## src/rtl/cpu_pkg.sv

```systemverilog
// Shared CPU definitions: fetch constants, fetch-state and next-PC select
// encodings used by the fetch stage and the hazard unit.
package cpu_pkg;

   localparam logic [31:0] RESET_PC_DEF  = 32'h0000_0000;
   localparam logic [31:0] NOP_INSTR_DEF = 32'h0000_0000;

   typedef enum logic {
      IDLE = 1'b0,
      RUN  = 1'b1
   } fetch_state_e;

   typedef enum logic [1:0] {
      PC_SEQ    = 2'b00,
      PC_BRANCH = 2'b01,
      PC_JUMP   = 2'b10,
      PC_HOLD   = 2'b11
   } pc_sel_e;

   function automatic logic [31:0] align_word(input logic [31:0] a);
      return {a[31:2], 2'b00};
   endfunction

endpackage

```

## src/rtl/if_perf_counters.sv

```systemverilog
// Three saturating performance counters (cycle, stall, flush) with
// per-counter increment enables and a global freeze.
module if_perf_counters
   import cpu_pkg::*;
#(
   parameter int unsigned CNT_W = 32
) (
   input  logic             clk_i,
   input  logic             rst_n_i,
   input  logic             freeze_i,
   input  logic             cyc_inc_i,
   input  logic             stall_inc_i,
   input  logic             flush_inc_i,
   output logic [CNT_W-1:0] cycle_cnt_o,
   output logic [CNT_W-1:0] stall_cnt_o,
   output logic [CNT_W-1:0] flush_cnt_o
);

   localparam logic [CNT_W-1:0] ONE = CNT_W'(1);

   logic [CNT_W-1:0] r_cycle;
   logic [CNT_W-1:0] r_stall;
   logic [CNT_W-1:0] r_flush;

   // Each counter sticks at all-ones instead of wrapping.
   always_ff @(posedge clk_i or negedge rst_n_i) begin
      if (!rst_n_i) begin
         r_cycle <= '0;
         r_stall <= '0;
         r_flush <= '0;
      end else if (!freeze_i) begin
         if (cyc_inc_i && (r_cycle != '1))
            r_cycle <= r_cycle + ONE;
         if (stall_inc_i && (r_stall != '1))
            r_stall <= r_stall + ONE;
         if (flush_inc_i && (r_flush != '1))
            r_flush <= r_flush + ONE;
      end
   end

   assign cycle_cnt_o = r_cycle;
   assign stall_cnt_o = r_stall;
   assign flush_cnt_o = r_flush;

endmodule

```

## src/rtl/if_stage.sv

```systemverilog
// MIPS instruction-fetch stage: PC register, IF/ID pipeline register,
// stall/redirect handling and performance counters.
module if_stage
   import cpu_pkg::*;
#(
   parameter logic [31:0] RESET_PC  = RESET_PC_DEF,
   parameter int unsigned CNT_W     = 32,
   parameter logic [31:0] NOP_INSTR = NOP_INSTR_DEF
) (
   input  logic             clk_i,
   input  logic             rst_n_i,
   input  logic             start_i,
   input  logic             stall_i,
   input  logic             branch_taken_i,
   input  logic [31:0]      branch_target_i,
   input  logic             jump_i,
   input  logic [31:0]      jump_target_i,
   output logic [31:0]      imem_addr_o,
   input  logic [31:0]      imem_instr_i,
   output logic [31:0]      pc_o,
   output logic [31:0]      ifid_instr_o,
   output logic [31:0]      ifid_pc4_o,
   output logic             ifid_valid_o,
   output logic [CNT_W-1:0] cycle_cnt_o,
   output logic [CNT_W-1:0] stall_cnt_o,
   output logic [CNT_W-1:0] flush_cnt_o,
   output logic             misalign_o
);

   fetch_state_e r_state;
   logic [31:0]  r_pc;
   logic [31:0]  r_ifid_instr;
   logic [31:0]  r_ifid_pc4;
   logic         r_ifid_valid;
   logic         r_misalign;

   logic         w_active;
   logic         w_redirect;
   pc_sel_e      w_pc_sel;
   logic [31:0]  w_pc4;
   logic [31:0]  w_raw_target;

   // Only a RUN edge with start_i still high advances; the IDLE->RUN and
   // RUN->IDLE edges themselves update nothing but the state.
   assign w_active = (r_state == RUN) && start_i;

   always_comb begin
      w_pc_sel = PC_HOLD;
      if (w_active && !stall_i) begin
         if (jump_i)
            w_pc_sel = PC_JUMP;
         else if (branch_taken_i)
            w_pc_sel = PC_BRANCH;
         else
            w_pc_sel = PC_SEQ;
      end
   end

   assign w_pc4        = r_pc + 32'd4;
   assign w_raw_target = (w_pc_sel == PC_JUMP) ? jump_target_i : branch_target_i;
   assign w_redirect   = (w_pc_sel == PC_JUMP) || (w_pc_sel == PC_BRANCH);

   always_ff @(posedge clk_i or negedge rst_n_i) begin
      if (!rst_n_i) begin
         r_state      <= IDLE;
         r_pc         <= RESET_PC;
         r_ifid_instr <= NOP_INSTR;
         r_ifid_pc4   <= '0;
         r_ifid_valid <= 1'b0;
         r_misalign   <= 1'b0;
      end else begin
         case (r_state)
            IDLE:    if (start_i)  r_state <= RUN;
            RUN:     if (!start_i) r_state <= IDLE;
            default: r_state <= IDLE;
         endcase
         case (w_pc_sel)
            PC_SEQ: begin
               r_pc         <= w_pc4;
               r_ifid_instr <= imem_instr_i;
               r_ifid_pc4   <= w_pc4;
               r_ifid_valid <= 1'b1;
            end
            PC_BRANCH, PC_JUMP: begin
               r_pc         <= align_word(w_raw_target);
               r_ifid_instr <= NOP_INSTR;
               r_ifid_pc4   <= '0;
               r_ifid_valid <= 1'b0;
               if (w_raw_target[1:0] != 2'b00)
                  r_misalign <= 1'b1;
            end
            default: ;
         endcase
      end
   end

   if_perf_counters #(
      .CNT_W (CNT_W)
   ) u_perf (
      .clk_i       (clk_i),
      .rst_n_i     (rst_n_i),
      .freeze_i    (!w_active),
      .cyc_inc_i   (1'b1),
      .stall_inc_i (stall_i),
      .flush_inc_i (w_redirect),
      .cycle_cnt_o (cycle_cnt_o),
      .stall_cnt_o (stall_cnt_o),
      .flush_cnt_o (flush_cnt_o)
   );

   assign imem_addr_o  = r_pc;
   assign pc_o         = r_pc;
   assign ifid_instr_o = r_ifid_instr;
   assign ifid_pc4_o   = r_ifid_pc4;
   assign ifid_valid_o = r_ifid_valid;
   assign misalign_o   = r_misalign;

endmodule

```

## config.mk

```make
export PLATFORM = sky130hd
export DESIGN_NAME = if_stage
export DESIGN_NICKNAME = d
export VERILOG_FILES = /design/src/rtl/cpu_pkg.sv /design/src/rtl/if_perf_counters.sv /design/src/rtl/if_stage.sv
export SDC_FILE = /design/constraint.sdc
export NUM_CORES = 1
export LEC_CHECK = 0
export ABC_CLOCK_PERIOD_IN_PS = 2300
export BUFFER_PORTS_ARGS = -buffer_cell sky130_fd_sc_hd__buf_2
export CORE_ASPECT_RATIO = 1.5
export CORE_MARGIN = 2
export CORE_UTILIZATION = 45
export DETAILED_ROUTE_END_ITERATION = 10
export MAX_ROUTING_LAYER = met4
export PLACE_DENSITY_LB_ADDON = 0.08
export SYNTH_ARGS = -nofsm -noshare
export SYNTH_HDL_FRONTEND = slang
export SYNTH_HIERARCHICAL = 1
export SYNTH_SLANG_ARGS = --single-unit
```

## constraint.sdc

```tcl
create_clock -name clk_i -period 2.3 [get_ports clk_i]
set_input_delay 0.345 -clock clk_i [delete_from_list [all_inputs] [get_ports clk_i]]
set_output_delay 0.345 -clock clk_i [all_outputs]
set_load 0.01 [all_outputs]
```

==> impl_results.md <==
* Status: finished, final reports clean
* Met1 usage at roughly 30%
* Crit path kind: reg -> reg
* Yosys top cell by area: dfrtp_1
* Origin of the critical flop-to-flop path: r_state
* Final #Nets at 1,489
* Final setup skew at 0.00902 ns
* Final GP Congestion at just under 0.9
* Tmin final at 2.20 ns
* Sequential-to-total area share from yosys stat at 47.1%
* ANT nets after route at 0
* Drt drc at 0
* Vias in the first global route at 8,789
* CTS Buf Count at 17
* Initial Utilization at between 40 and 50%
* Vias per inst at 5.48
* Worst-case vdd ir drop at 0.499 mV
* Crit path cell chain: nand2_1 -> or3_4 -> ha_4 -> buf_12 -> or3_1 -> or4_1 -> o311ai_1
* First-pass GRT wire length at 47,000 um
* IO Port Bufs at 321
* Placed inst area at approximately 12,000 sq um
* Net switching power at 0.00298 W
* Gate power share at 23.2%
* Row Count at 67
* # H-tree levels at 4
* Pwr/cell area at 754 nW/um^2
* Antenna violations before repair at 1
* Max frequency at 0.456 GHz
* Leak pwr at 6.37 nW
* CTS tree: done
* Post-DP HPWL at 22,000 um
* Async SR Flop Fraction at 100%
* Rel. slew slack at 35.5%
* Area of the multi-input gates at just under 5000 sq um
* Clock root buffer: clkbuf_16
* Layout area overhead at 26.7%
* Tot GR Track Use at roughly 25%
* Yosys reg bits at around 190
* Slew @ Worst Pin at 0.963 ns
* RSZ-0062 raised after global routing: no
* Clock Latency Late Sink at 0.43 ns
* Sw frac at between 30% and 40%
* Period Utilization, post-route at 95.4%
* Finished Cell Area at about 13,000 sq um
* Clk sink count at 191
* Max cap viols at 0
* Final WS setup at 0.105 ns
* Mapped cell area at 10,100 sq um
* Worst stage delay on the critical path at 0.43 ns
* Final Max Tran Viols at 0
* EDFF count, synth at 0
* Crit-path max FO at 7
* Grt ovf at 0
* Crit end category: flop
* Hold path start: start_i
* Crit path required time at about 2.6 ns
* GR Util met2 at 43.8%
* HP Class: in -> reg
* Reg power frac at between 40% and 50%
* Critical Path Source Type: flop
* Synth Flop Type: dfrtp_1
* Grt peak-use layer: met2
* DP Worst Slack at -0.0434 ns
* Clock power share at 32.8%
* Post-Synthesis Cells at 1,064
* Hold Vio Cnt, Final at 0
* Data arrival, critical path at around 2.5 ns
* Share of the synthesized area in the top cell type at 47.1%
* Post-Syn Area per Cell at 9.54 sq um
* Total Wirelength at 29,600 um
* Die H at around 190 um
* Most frequent cells in the layout: buf_2 (320), dfrtp_1 (191), nand2_1 (144)
* Filler cell count at just over 2,000
* Count of cell types in the netlist at 72
* Detailed-route wire length per cell at 17.7 um
* Cell Int Power at 0.00671 W
* Longest Clk Path Bufs at 2
* Crit. Startpoint: r_state
* Setup TNS Final at 0 ns
* Largest net degree at the start of global routing at 106
* GRT met3 Usage at under 10%
* # IOs at 328
* Reg clk slew, reported paths at around 0.07 ns
* Final setup violating endpoints at 0
* DIE AREA at 23,800 sq um
* Top post-synthesis cells by area: dfrtp_1 (47%), nand2_1 (5.3%), xnor2_1 (4.7%)
* DIE WIDTH at 127 um
* CORE AREA at around 22,000 sq um
* Vias at 9,155
* Synth warn at 6
* DR iter-0 viols at 566
* DR pass1 iterations at 6
* Most common cell after layout, fill and taps aside: buf_2
* Share of layout cells above drive strength 1 at 32.3%
* FF+latch area at 4780 sq um
* Worst path slowest cell: or4_1
## power by group through the flow
stage	registers (W)	clock network (W)	logic [W]
after floorplan	0.00448	0	0.00109
after global placement	0.00431	0	0.00224
after detailed placement	0.00433	0	0.00226
after CTS	0.00427	0.00325	0.00227
after global routing	0.00433	0.00338	0.00248
final	0.00427	0.00318	0.00224
## path summary, 6_finish.rpt
| path | end | slack (ns) | depth (start not counted) |
|---|---|---|---|
| worst max-delay path | ifid_pc4_o[21] | 0.10 | 7 |
| worst min-delay path | r_state | 0.03 | 1 |
| worst max register to register | ifid_pc4_o[21] | 0.10 | 7 |
| worst min register to register | ifid_instr_o[15] | 0.48 | 2 |
| max in group asynchronous | u_perf/stall_cnt_o[13] | 1.14 | 3 |
| min in group asynchronous | ifid_instr_o[28] | 0.42 | 2 |
## layer usage
metal,part of all wire (%),wire [um],up-vias
li1,-,-,4392
met1,40,11800,4440
met2,53,15700,289
met3,5.4,1610,34
met4,1.6,466,0
met5,0,0,-
## repair_timing
action / CTS / global route
gates resized for setup: 0 / 5
buffers inserted: 0 / 1
endpoints found under the hold margin: 46 / 0
endpoints found under the setup margin: 0 / 37
hold buffers: 1 / 0
## sequential cells by signal (all words and copies together) (netlist names)
| name | flops |
|---|---|
| ifid_pc4_o | 30 |
| r_state | 1 |
| u_perf/stall_cnt_o | 32 |
| u_perf/flush_cnt_o | 32 |
| misalign_o | 1 |
| ifid_instr_o | 32 |
| u_perf/cycle_cnt_o | 32 |
| imem_addr_o | 30 |
| ifid_valid_o | 1 |
## synthesized netlist by cell type (10+ instances only)
cell,count
o21ai_0,54
nand2b_1,10
buf_2,10
clkbuf_1,35
inv_1,15
and4_1,10
o211ai_1,14
xnor2_1,54
nor4_1,15
a22o_1,13
nand4_1,47
and3_1,25
nand2_1,144
a21oi_1,27
buf_4,37
nor3_1,43
nor2_1,59
nand3_1,53
dfrtp_1,191
xor2_1,45
mux2i_1,24
## final cells by class
class	count	share of cell area, %
Sequential cell	191	37.2
Inverter	15	0.438
Multi-Input combinational cell	773	37.9
Clock inverter	10	1.24
Tap cell	276	2.69
Timing Repair Buffer	383	17.0
Antenna cell	1	0.0195
Clock buffer	22	3.61
## metrics by stage
stage	instances	power, W	hold WS (ns)	util, %
final	1671	0.00969	0.0318	57.9
after global routing	1671	0.0102	0.0109	57.9
after CTS	1669	0.00979	0.00820	57.8
after detailed placement	1636	0.00659	0.329	54.9
after global placement	1636	0.00655	0.332	54.9
after floorplan	1070	0.00557	0.0494	-
## worst max-delay path: cells and delay by family, from the launching register on
| kind | cells | cell delay (ns) |
|---|---|---|
| and+or+nand+nor | 4 | 1.21 |
| AOI/OAI and AO/OA | 1 | 0.10 |
| buffers and inverters | 1 | 0.14 |
| DFF | 1 | 0.33 |
| adders and majority gates | 1 | 0.30 |
## logic make-up after synthesis
family	count (synthesis)	synth area share, %
other	2	0.0740
buffers and inverters	106	5.50
AND/OR/NAND/NOR	462	23.6
XOR/XNOR	99	8.54
flip-flops	191	47.1
AO/OA/AOI/OAI	167	11.2
multiplexers	31	3.18
adder cells (fa/ha/maj)	6	0.740
(Power assumes the default switching activity.)
